**src/rtl/flash_read_responder.sv**
```systemverilog
// flash_read_responder: SPI mode-0 read engine for the weight/bias table.
// One 03h read of two bytes per request, packed into a 16-bit word.
module flash_read_responder #(
  parameter int unsigned CLK_DIV   = 2,
  parameter logic [23:0] BASE_ADDR = 24'h000000
) (
  input  logic        clk,
  input  logic        n_rst,
  input  logic        flash_ready,
  input  logic [15:0] flash_address,
  output logic [15:0] flashData_out,
  output logic        data_valid,
  output logic        busy,
  output logic        spi_cs_n,
  output logic        spi_sck,
  output logic        spi_mosi,
  input  logic        spi_miso
);

  typedef enum logic [2:0] {
    IDLE, CMD, ADDR, DATA, DONE, GAP
  } state_t;

  localparam logic [7:0] READ_CMD = 8'h03;
  localparam logic [3:0] DIV_LAST = 4'(CLK_DIV - 1);

  state_t      state;
  state_t      state_nx;
  logic [3:0]  div_cnt;
  logic        phase_hi;
  logic [4:0]  bit_cnt;
  logic [4:0]  last_bit;
  logic [23:0] addr_q;
  logic [15:0] rx_q;
  logic        xfer;
  logic        half_end;
  logic        phase_end;
  logic        accept;
  logic        sample;
  logic        cs_n_d;
  logic        sck_d;
  logic        mosi_d;
  logic        busy_d;

  assign xfer      = (state == CMD) ||
                     (state == ADDR) ||
                     (state == DATA);
  assign half_end  = div_cnt == DIV_LAST;
  assign phase_end = half_end && phase_hi &&
                     (bit_cnt == last_bit);
  assign accept    = (state == IDLE) && flash_ready;
  // sck_q rises on the edge that ends the low half
  assign sample    = (state == DATA) && phase_hi &&
                     (div_cnt == 4'd0);

  // last bit index of the current serial phase
  always_comb begin
    last_bit = 5'd0;
    unique case (1'b1)
      state == CMD:  last_bit = 5'd7;
      state == ADDR: last_bit = 5'd23;
      state == DATA: last_bit = 5'd15;
      default:       last_bit = 5'd0;
    endcase
  end

  // state register
  always_ff @(posedge clk or negedge n_rst) begin
    if (!n_rst) state <= IDLE;
    else        state <= state_nx;
  end

  // next-state logic
  always_comb begin
    state_nx = state;
    unique case (state)
      IDLE: if (flash_ready) state_nx = CMD;
      CMD:  if (phase_end)   state_nx = ADDR;
      ADDR: if (phase_end)   state_nx = DATA;
      DATA: if (phase_end)   state_nx = DONE;
      DONE:                  state_nx = GAP;
      GAP:  if (half_end)    state_nx = IDLE;
      default:               state_nx = IDLE;
    endcase
  end

  // divider, half-phase and bit counters, cleared on phase change
  always_ff @(posedge clk or negedge n_rst) begin
    if (!n_rst) begin
      div_cnt  <= '0;
      phase_hi <= 1'b0;
      bit_cnt  <= '0;
    end else if (state_nx != state) begin
      div_cnt  <= '0;
      phase_hi <= 1'b0;
      bit_cnt  <= '0;
    end else if (xfer) begin
      if (half_end) begin
        div_cnt  <= '0;
        phase_hi <= ~phase_hi;
        if (phase_hi) bit_cnt <= bit_cnt + 5'd1;
      end else begin
        div_cnt <= div_cnt + 4'd1;
      end
    end else if (state == GAP) begin
      div_cnt <= div_cnt + 4'd1;
    end
  end

  // address latch at acceptance and read-data shifter
  always_ff @(posedge clk or negedge n_rst) begin
    if (!n_rst) begin
      addr_q <= '0;
      rx_q   <= '0;
    end else begin
      if (accept)
        addr_q <= BASE_ADDR +
                  {7'b0, flash_address, 1'b0};
      if (sample)
        rx_q <= {rx_q[14:0], spi_miso};
    end
  end

  // next values of the serial pins and status
  always_comb begin
    cs_n_d = ~(xfer || accept);
    sck_d  = xfer && phase_hi;
    busy_d = state_nx != IDLE;
    mosi_d = 1'b0;
    unique case (state)
      CMD:     mosi_d = READ_CMD[3'(5'd7 - bit_cnt)];
      ADDR:    mosi_d = addr_q[5'(5'd23 - bit_cnt)];
      default: mosi_d = 1'b0;
    endcase
  end

  // glitch-free registered pins; cs_n drops with acceptance
  always_ff @(posedge clk or negedge n_rst) begin
    if (!n_rst) begin
      spi_cs_n      <= 1'b1;
      spi_sck       <= 1'b0;
      spi_mosi      <= 1'b0;
      busy          <= 1'b0;
      data_valid    <= 1'b0;
      flashData_out <= '0;
    end else begin
      spi_cs_n   <= cs_n_d;
      spi_sck    <= sck_d;
      spi_mosi   <= mosi_d;
      busy       <= busy_d;
      data_valid <= state == DONE;
      if (state == DONE)
        flashData_out <= {rx_q[7:0], rx_q[15:8]};
    end
  end

endmodule

```
**config.mk**
```make
export PLATFORM = sky130hd
export DESIGN_NAME = flash_read_responder
export DESIGN_NICKNAME = d
export VERILOG_FILES = /design/src/rtl/flash_read_responder.sv
export SDC_FILE = /design/constraint.sdc
export NUM_CORES = 1
export LEC_CHECK = 0
export CAP_MARGIN = 20
export CORE_ASPECT_RATIO = 1.4
export CORE_MARGIN = 5
export CORE_UTILIZATION = 54
export CTS_CLUSTER_DIAMETER = 100
export DETAILED_ROUTE_END_ITERATION = 12
export PLACE_DENSITY_LB_ADDON = 0.2
export SYNTH_ARGS = -nofsm -noshare
export SYNTH_HDL_FRONTEND = slang
export SYNTH_SLANG_ARGS = --single-unit
export TNS_END_PERCENT = 50
```
**constraint.sdc**
```tcl
create_clock -name clk -period 2.2 [get_ports clk]
set_input_delay 0.22 -clock clk [delete_from_list [all_inputs] [get_ports clk]]
set_output_delay 0.22 -clock clk [all_outputs]
set_load 0.005 [all_outputs]
```
Word-level counts from Yosys, hierarchy flattened
Memory sizes are Yosys's and may differ from the RTL's.
Cells that the tools add are included.
{"block": "word_totals", "reg_bits": 66, "out_inout_bits": 21, "romBits": 8, "n_memories": 1, "in_bits": 20}
{"block": "classes", "n_eq_ne": 8, "n_addsub": 4, "bitwise_logic": 2, "magnitude_cmp": 2, "n_reduce_logical": 18, "muxes": 22}
{"memory": "(no name shown)", "words": 8, "width": 1, "rd": 1, "rd_ports_with_merged_regs": 0, "write_ports": 0, "line": "131", "text": "CMD: mosi_d = READ_CMD[3'(5'd7 - bit_cnt)];"}
{"operator": "2-to-1 mux 5 bit", "n": 4}
{"operator": "case mux 3 bit (6 select lines)", "n": 1}
{"operator": "2-to-1 mux 4 bit", "n": 4}
{"operator": "2-to-1 mux 3 bit", "n": 5}
{"operator": "case mux 5 bit (3 select lines)", "n": 1}
{"operator": "equality test 3 x 2 -> 1 bit, second input constant", "n": 2}
{"operator": "equality test 3 bit, second input constant", "n": 2}
{"operator": "logical AND 1 bit", "n": 6}
{"operator": "less-than comparator 5 x 6 -> 1 bit, second input constant", "n": 1}
{"operator": "nonzero test 2 bit", "n": 3}
{"operator": "nonzero test 3 bit", "n": 2}
{"operator": "adder 5 x 1 -> 5 bit, second input constant", "n": 1}
{"operator": "binary-select mux 1 bit (select 5 bit)", "n": 1}
{"operator": "equality test 5 bit", "n": 1}
{"operator": "2-to-1 mux 1 bit", "n": 5}
{"operator": "subtractor 5 bit, first input constant", "n": 1}
{"operator": "adder 4 x 1 -> 4 bit, second input constant", "n": 1}
{"operator": "equality test 4 x 1 -> 1 bit, second input constant", "n": 1}
{"operator": "logical NOT 4 bit", "n": 1}
{"operator": "less-than comparator 3 x 4 -> 1 bit, second input constant", "n": 1}
{"operator": "equality test 3 x 1 -> 1 bit, second input constant", "n": 1}
{"operator": "logical NOT 3 bit", "n": 1}
{"operator": "logical OR 1 bit", "n": 3}
{"operator": "!= test 3 bit", "n": 1}
{"operator": "other kinds (5)", "n": 6}

Longest topological paths before layout
Gate-level depths: netlist of the first run.
{"block": "logic_depth", "word_depth": 9, "mapped_depth": 7}

Least setup slack after synthesis of the first run
No wires, ideal clock.
{"block": "synth_path", "path_kind": "register to register", "start": "reg div_cnt[1]", "end": "reg bit_cnt[0]", "n_path_buf": 0, "path_stages_with_launch": 8, "t_arrival_ns": 1.615, "synth_period_minus_slack_ns": 1.745, "setup_ns": 0.129, "path_slack_ns": 0.455, "path_cell_list": "dfrtp_1 inv_1 ha_1 or3b_4 a31oi_1 o32ai_1 a31oi_4 nor2_1"}
{"block": "synth_between", "elab_chain_len": 8}
{"item": "start, declared", "line": "29", "text": "logic [3:0] div_cnt;"}
{"item": "start signal, assigned", "line": "103", "text": "div_cnt <= div_cnt + 4'd1;"}
{"item": "start signal, assigned", "line": "106", "text": "div_cnt <= div_cnt + 4'd1;"}
{"item": "equality test 4 x 1 -> 1 bit *", "line": "48", "text": "assign half_end = div_cnt == DIV_LAST;"}
{"item": "logical AND 1 bit (2 in series)", "line": "49", "text": "assign phase_end = half_end && phase_hi &&"}
{"item": "2-to-1 mux 3 bit, on equally long branches", "line": "80, 78, 79"}
{"item": "case mux 3 bit (6 select lines)", "line": "76", "text": "unique case (state)"}
{"item": "!= test 3 bit", "line": "93", "text": "end else if (state_nx != state) begin"}
{"item": "nonzero test 2 bit (no line)"}
{"item": "AND reduction 3 bit (no line)"}
{"item": "end signal, assigned", "line": "101", "text": "if (phase_hi) bit_cnt <= bit_cnt + 5'd1;"}
{"item": "end, declared", "line": "31", "text": "logic [4:0] bit_cnt;"}
Mark *: on every way between the ends. The rest lies on a longest branch, timed or not.
A chain may end at the register's enable or synchronous reset.

Final worst setup path of the first run
{"block": "layout_path", "start": "reg div_cnt[1]", "end": "reg bit_cnt[2]"}
Same word-level chain as after synthesis.

==> impl_metrics.sql, run 1 <==
INSERT INTO impl_metrics (metric_group, metric, value, unit) VALUES
('placement', 'numPortBuffers', '40', ''),
('detailed_routing', 'routed-via-count', '1909', ''),
('synthesis', 'post_synth.cell_area_avg', '13.1', 'um2'),
('global_route', 'number_of_antenna_violations_at_the_first_check_in_global_routing', '0', ''),
('clocking', 'clk-insertion-delay-late', '340', 'ps'),
('floorplanning', 'starting_utilization_of_the_core_area', '55.1', '%'),
('placement', 'globalplace.congestion', '0.778', ''),
('detailed_routing', 'wire_length_reported_by_the_detailed_router', '5500', 'um'),
('floorplanning', 'num_rows', '32', ''),
('detailed_routing', 'detailedRoute.firstIterationViolations', '101', ''),
('global_route', 'gr-total-overflow', '0', ''),
('final_layout', 'fillCellCount', '407', ''),
('synthesis', 'syn-instance-count', '230', ''),
('final_layout', 'area_grow_syn2layout', '24.6', '%'),
('sta', 'finalHoldWorstSlack', '-20.7', 'ps'),
('worst_setup_path', 'crit_arrival', '2140', 'ps'),
('pwr', 'leakagePower', '1.75', 'nW'),
('pwr', 'irDropWorstVdd', '0.524', 'mV'),
('sta', 'unrepaired_setup_endpoints_after_global_routing', 'false', ''),
('synthesis', 'synth-async-reset-ratio', '100', '%'),
('sta', 'setup-tns-final', '0', 'ps'),
('placement', 'dp_hpwl', '3750', 'um'),
('detailed_routing', 'average_via_count_per_standard_cell', '5.47', ''),
('final_layout', 'antenna_cells_inserted', '0', ''),
('floorplanning', 'die_w', '73.0', 'um'),
('clocking', 'cts.hold.buffers_added', '0', ''),
('detailed_routing', 'detail-route-antenna-nets', '0', ''),
('global_route', 'grt_pass1_vias', '2057', ''),
('clocking', 'cts_tree', 'built', ''),
('clocking', 'register_clock_pin_slew_on_the_reported_worst_setup_and_hold_paths', '80', 'ps'),
('final_layout', 'fin_nets', '300', ''),
('clocking', 'cts_repair_resize_count', '0', ''),
('sta', 'post-route-min-period', '1930', 'ps'),
('final_layout', 'layout.area.seq', '1650', 'um2'),
('clocking', 'clock_sinks', '66', ''),
('final_layout', 'multi_input_comb_area', '1250', 'um2'),
('clocking', 'cts_max_level', '3', ''),
('synthesis', 'synth-seq-area-share', '55.1', '%'),
('clocking', 'cts_post_setup_buffers_inserted', '0', ''),
('run', 'max_cap_viol_count', '0', ''),
('sta', 'worst_pin_slew', '841', 'ps'),
('sta', 'maxSlewViolCount', '0', ''),
('clocking', 'ctsLongestPathBuffers', '2', ''),
('global_route', 'grt_max_degree', '40', ''),
('pwr', 'power.density', '708', 'nW/um2'),
('sta', 'final-hold-violation-count', '32', ''),
('sta', 'finClkSkew', '6.14', 'ps'),
('detailed_routing', 'routedWlPerCell', '15.8', 'um'),
('floorplanning', 'floorplan.die_area', '7170', 'um2'),
('outcome', 'run_status', 'finished, violations left', ''),
('sta', 'final-setup-viol-count', '0', ''),
('sta', 'fmaxAchievable', '518', 'MHz'),
('global_route', 'grt_first_pass_wirelength', '9850', 'um'),
('synthesis', 'synth_area', '3000', 'um2'),
('final_layout', 'postLayoutCoreUtil', '68.7', '%'),
('outcome', 'violations', 'hold timing', ''),
('detailed_routing', 'remaining_drc_errors', '0', ''),
('clocking', 'cts_buffers', '9', ''),
('worst_setup_path', 'start_kind', 'flop', ''),
('floorplanning', 'io_pins', '41', ''),
('clocking', 'cts.root.buffer_cell', 'clkbuf_8', ''),
('sta', 'slew_headroom', '44.0', '%'),
('detailed_routing', 'drt_first_pass_iters', '4', ''),
('global_route', 'global_route.usage.total', '17.9', '%'),
('floorplanning', 'floorplan.core_area', '5450', 'um2'),
('synthesis', 'ys_warn_count', '0', ''),
('worst_setup_path', 'worst_ep_required_time', '2410', 'ps'),
('worst_setup_path', 'critPathCaptureType', 'flop', ''),
('synthesis', 'main_flop_type_after_synthesis', 'dfrtp_1', ''),
('worst_setup_path', 'critical_path_maximum_fanout', '9', ''),
('synthesis', 'synth_edf_count', '0', ''),
('sta', 'final_cycle_utilization_of_the_critical_path', '87.7', '%'),
('worst_setup_path', 'type_of_the_setup_path_with_the_least_slack', 'reg2reg', ''),
('synthesis', 'yosys.cell_types.count', '45', ''),
('floorplanning', 'die_height', '98.2', 'um'),
('final_layout', 'post_route_cells_drive_above_1_share', '31.3', '%'),
('worst_hold_path', 'worst_hold_path_type', 'in2async', ''),
('synthesis', 'mappedNetlistNets', '254', ''),
('synthesis', 'yosys_register_bits', '66', '');
[routing by layer]
metal,global-route usage (%),vias to the layer above,wire (um)
met4,8.52,0,139
met1,21.4,948,2240
met5,0,-,0
li1,-,917,-
met2,28.6,34,2870
met3,5.97,10,255
[Yosys cell counts (all sizes together), types with 2 or more instances]
master  count  area share (%)
ha          4             1.7
o31ai       2            0.50
dfrtp      65              54
nor2       16             2.1
a21o        2            0.50
and3        3            0.63
xor2        5             1.5
buf        10             2.3
mux2       51              19
nand2       6            0.75
nand3       8             1.5
a31oi       5             1.5
clkbuf      4            0.50
nand4       3            0.63
a21oi       7             1.2
nor3        6             1.5
o21ai       5            0.96
inv         4            0.50
and2        2            0.42
nor3b       3            0.75
nor2b       2            0.42
mux2i       3             1.0
mux4        2             1.5
[worst paths after layout]
| kind | start | endpoint | slack (ps) | depth (start not counted) |
|---|---|---|---|---|
| hold / removal | n_rst | addr_q[14] | -20 | 1 |
| min in group clk | flash_address[13] | addr_q[14] | 490 | 2 |
| setup reg to reg | div_cnt[1] | bit_cnt[2] | 270 | 7 |
| setup / recovery | div_cnt[1] | bit_cnt[2] | 270 | 7 |
| max in group asynchronous | n_rst | flashData_out[2] | 1530 | 2 |
| hold reg to reg | addr_q[9] | addr_q[9] | 500 | 1 |
[sequential cells by signal (all words and copies together) (netlist names)]
register and flops:
bit_cnt 5, spi_sck 1, div_cnt 4, flashData_out 16, rx_q 16, data_valid 1, addr_q 16, spi_mosi 1
spi_cs_n 1, phase_hi 1, busy 1, state 3
[cell families after synthesis]
kind of cell               after synthesis  synth area share (%)
AOI/OAI and AO/OA                       25                  5.84
buffers and inverters                   18                  3.25
muxes                                   56                  21.9
and+or+nand+nor                         55                  10.5
xor gates and xnor gates                 6                  1.75
adders and majority gates                4                  1.67
DFF                                     66                  55.1
[power by group]
| part | internal (mW) | switching (mW) | total (mW) |
|---|---|---|---|
| clock | 0.902 | 0.468 | 1.37 |
| sequential | 1.21 | 0.000659 | 1.21 |
| combinational | 0.0344 | 0.0291 | 0.0635 |
[area by class of cell]
type / count / area share [%]
inverters: 4 / 0.401
multi-input cells: 146 / 33.4
flip-flops and latches: 66 / 44.2
well taps: 68 / 2.27
repair buffers: 49 / 12.4
clock inverters: 6 / 3.65
clock buffers: 10 / 3.68
[stage by stage]
stage	hold slack [ps]	cell area (um2)	worst slack, ps	total power [mW]	instances
6_report	-20.7	3740	271	2.65	349
5_1_grt	45.0	3740	106	2.74	349
4_1_cts	1.49	3740	258	2.68	349
3_3_place_gp	366	3470	339	1.30	333
2_1_floorplan	-75.6	3000	455	1.24	230
3_5_place_dp	377	3470	277	1.30	333
[critical path, stage by stage, from the launching register on]
cell and delay [ps]:
dfrtp_1 410, inv_1 80, ha_1 170, or3b_4 400, nor3_4 380, nand3_1 150, xor2_1 160, nor2_1 50
[layout by cell type, fill, tap and decap left out, drive strengths merged, types with 3 or more instances in the layout]
master          n
nor3            6
bufinv          4
a21oi           7
nor3b           3
inv             5
nand2           6
nand3           8
dfrtp          65
mux2           51
buf            10
clkbuf         10
ha              4
nand4           3
o21ai           5
xor2            5
clkdlybuf4s50  39
a31oi           5
nor2           16
and3            3
mux2i           3
Power figures use the tool's default switching activity.
==> run 2: changes to the inputs <==
Settings changed: RECOVER_POWER set to 50.
==> run 2 against run 1 <==
Net effect: the flow finishes with violations (capacitance limit, slew limit); register-to-register slack worse by 50 ps; sequential power about the same; via count up 0.26%; critical path depth down 3; flip-flop and latch count unchanged; routed wire length up 0.29%; largest cell class unchanged.
==> impl_metrics.sql, run 2 (synthesis gave the netlist of run 1 again) <==
INSERT INTO impl_metrics (metric_group, metric, value, unit) VALUES
('clocking', 'cts_tree', 'built', ''),
('placement', 'dp_slack', '277', 'ps'),
('global_route', 'global_route.usage.total', '17.9', '%'),
('floorplanning', 'starting_utilization_of_the_core_area', '55.1', '%'),
('pwr', 'irDropWorstVdd', '0.522', 'mV'),
('clocking', 'cts_max_level', '3', ''),
('worst_setup_path', 'type_of_the_setup_path_with_the_least_slack', 'reg2reg', ''),
('clocking', 'register_clock_pin_slew_on_the_reported_worst_setup_and_hold_paths', '80', 'ps'),
('global_route', 'gr-total-overflow', '0', ''),
('global_route', 'grt_pass1_vias', '2057', ''),
('worst_setup_path', 'worst_ep_required_time', '2430', 'ps'),
('sta', 'finalHoldWorstSlack', '438', 'ps'),
('placement', 'globalplace.congestion', '0.778', ''),
('detailed_routing', 'average_via_count_per_standard_cell', '5.48', ''),
('run', 'max_cap_viol_count', '1', ''),
('detailed_routing', 'remaining_drc_errors', '0', ''),
('final_layout', 'final_common_cell', 'dfrtp_1', ''),
('final_layout', 'post_route_cells_drive_above_1_share', '29.5', '%'),
('clocking', 'clock_sinks', '66', ''),
('worst_setup_path', 'worstSetupEndpoint', 'addr_q[12]', ''),
('global_route', 'grt_first_pass_wirelength', '9850', 'um'),
('sta', 'maxSlewViolCount', '40', ''),
('placement', 'numPortBuffers', '40', ''),
('sta', 'final_cycle_utilization_of_the_critical_path', '89.9', '%'),
('detailed_routing', 'detailedRoute.firstIterationViolations', '128', ''),
('floorplanning', 'floorplan.die_area', '7170', 'um2'),
('global_route', 'grt_max_degree', '40', ''),
('outcome', 'violations', 'capacitance limit, slew limit', ''),
('worst_setup_path', 'start_kind', 'flop', ''),
('sta', 'setup-tns-final', '0', 'ps'),
('worst_setup_path', 'crit_arrival', '2210', 'ps'),
('outcome', 'run_status', 'finished, violations left', ''),
('pwr', 'leakagePower', '1.76', 'nW'),
('sta', 'finClkSkew', '5.87', 'ps'),
('sta', 'post-route-min-period', '1980', 'ps'),
('sta', 'worst_pin_slew', '2000', 'ps'),
('clocking', 'cts_post_setup_buffers_inserted', '0', ''),
('worst_setup_path', 'setup.worst_path.start', 'state[0]', ''),
('final_layout', 'postLayoutCoreUtil', '68.3', '%'),
('final_layout', 'area_grow_syn2layout', '24.0', '%'),
('worst_setup_path', 'worst_r2r_endpoint', 'addr_q[12]', ''),
('clocking', 'cts.hold.buffers_added', '0', ''),
('worst_setup_path', 'critical_path.reg2reg.startpoint', 'state[0]', ''),
('detailed_routing', 'routedWlPerCell', '15.8', 'um'),
('final_layout', 'most-common-layout-cells', 'dfrtp_1 (65), mux2_2 (49), clkdlybuf4s50_1 (32), nor2_1 (16), clkbuf_8 (10)', ''),
('clocking', 'cts.root.buffer_cell', 'clkbuf_8', ''),
('sta', 'unrepaired_setup_endpoints_after_global_routing', 'false', ''),
('clocking', 'cts_repair_resize_count', '0', ''),
('detailed_routing', 'wire_length_reported_by_the_detailed_router', '5520', 'um'),
('clocking', 'ctsLongestPathBuffers', '2', ''),
('floorplanning', 'num_rows', '32', ''),
('clocking', 'clk-insertion-delay-late', '340', 'ps'),
('floorplanning', 'die_height', '98.2', 'um'),
('final_layout', 'fillCellCount', '411', ''),
('sta', 'finalWorstSetupSlack', '223', 'ps'),
('sta', 'slew_headroom', '-33.5', '%'),
('sta', 'fmaxAchievable', '506', 'MHz'),
('floorplanning', 'die_w', '73.0', 'um'),
('worst_setup_path', 'critPathCaptureType', 'flop', ''),
('detailed_routing', 'detail-route-antenna-nets', '0', ''),
('detailed_routing', 'drt_first_pass_iters', '4', ''),
('floorplanning', 'floorplan.core_area', '5450', 'um2'),
('worst_setup_path', 'r2r_setup_slack', '220', 'ps'),
('detailed_routing', 'routed-via-count', '1914', ''),
('sta', 'final-hold-violation-count', '0', ''),
('worst_hold_path', 'worst_hold_path_type', 'in2async', ''),
('pwr', 'power.density', '712', 'nW/um2'),
('clocking', 'cts_buffers', '9', ''),
('placement', 'dp_hpwl', '3750', 'um'),
('final_layout', 'layout_top_registers', 'addr_q x16, flashData_out x16, rx_q x16', ''),
('floorplanning', 'io_pins', '41', ''),
('sta', 'final-setup-viol-count', '0', ''),
('pwr', 'design_power_total', '2.65', 'mW'),
('global_route', 'number_of_antenna_violations_at_the_first_check_in_global_routing', '0', ''),
('worst_setup_path', 'critical_path_maximum_fanout', '16', ''),
('worst_setup_path', 'worst-r2r-cell-count', '4', ''),
('final_layout', 'antenna_cells_inserted', '0', ''),
('final_layout', 'fin_nets', '300', '');
==> run 2: cell count changes in the layout (fill, tap and decap cells not counted) <==
cell and change:
buf_2 -1, buf_4 -5, clkbuf_1 +4, clkbuf_2 +2, clkdlybuf4s50_1 -7, dlygate4sd3_1 +7, nor2_1 +1, nor2_2 -1
==> run 2: worst min-delay path by stage <==
| stage | startpoint | to | slack, ps | depth (start not counted) |
|---|---|---|---|---|
| finish | n_rst | addr_q[14] | 440 | 1 |
| CTS | n_rst | addr_q[14] | 1 | 1 |
| floorplan | n_rst | addr_q[10] | -80 | 0 |
| global placement | n_rst | addr_q[10] | 370 | 1 |
| global route | flash_address[0] | addr_q[1] | 480 | 2 |
| detailed placement | n_rst | addr_q[14] | 380 | 1 |
==> run 2: metrics by stage <==
| stage | instance area (um2) | cells |
|---|---|---|
| global placement | 3470 | 333 |
| floorplan | 3000 | 230 |
| global route | 3720 | 349 |
| detailed placement | 3470 | 333 |
| CTS | 3740 | 349 |
| finish | 3720 | 349 |
==> run 2: power by group <==
| group | switching, mW | internal (mW) |
|---|---|---|
| clock | 0.472 | 0.902 |
| sequential | 0.000666 | 1.21 |
| combinational | 0.0291 | 0.0316 |
==> run 2: final cells by class <==
class / instances / area, um2 / area share, %
Timing Repair Buffer: 49 / 445 / 12.0
Multi-Input combinational cell: 146 / 1250 / 33.6
Clock inverter: 6 / 136 / 3.67
Clock buffer: 10 / 138 / 3.70
Tap cell: 68 / 85.1 / 2.29
Sequential cell: 66 / 1650 / 44.4
Inverter: 4 / 15.0 / 0.403
==> run 2: layer usage <==
metal	wire [um]	track usage [%]	up-vias
li1	-	-	915
met1	2220	21.4	947
met2	2880	28.6	41
met3	274	5.97	11
met4	137	8.52	0
met5	0	0	-
==> run 2: worst max-delay path: stages (launching register included) <==
cell	delay (ps)
dfrtp_1	550
nor2_1	480
and3_1	230
buf_4	240
mux2_2	360
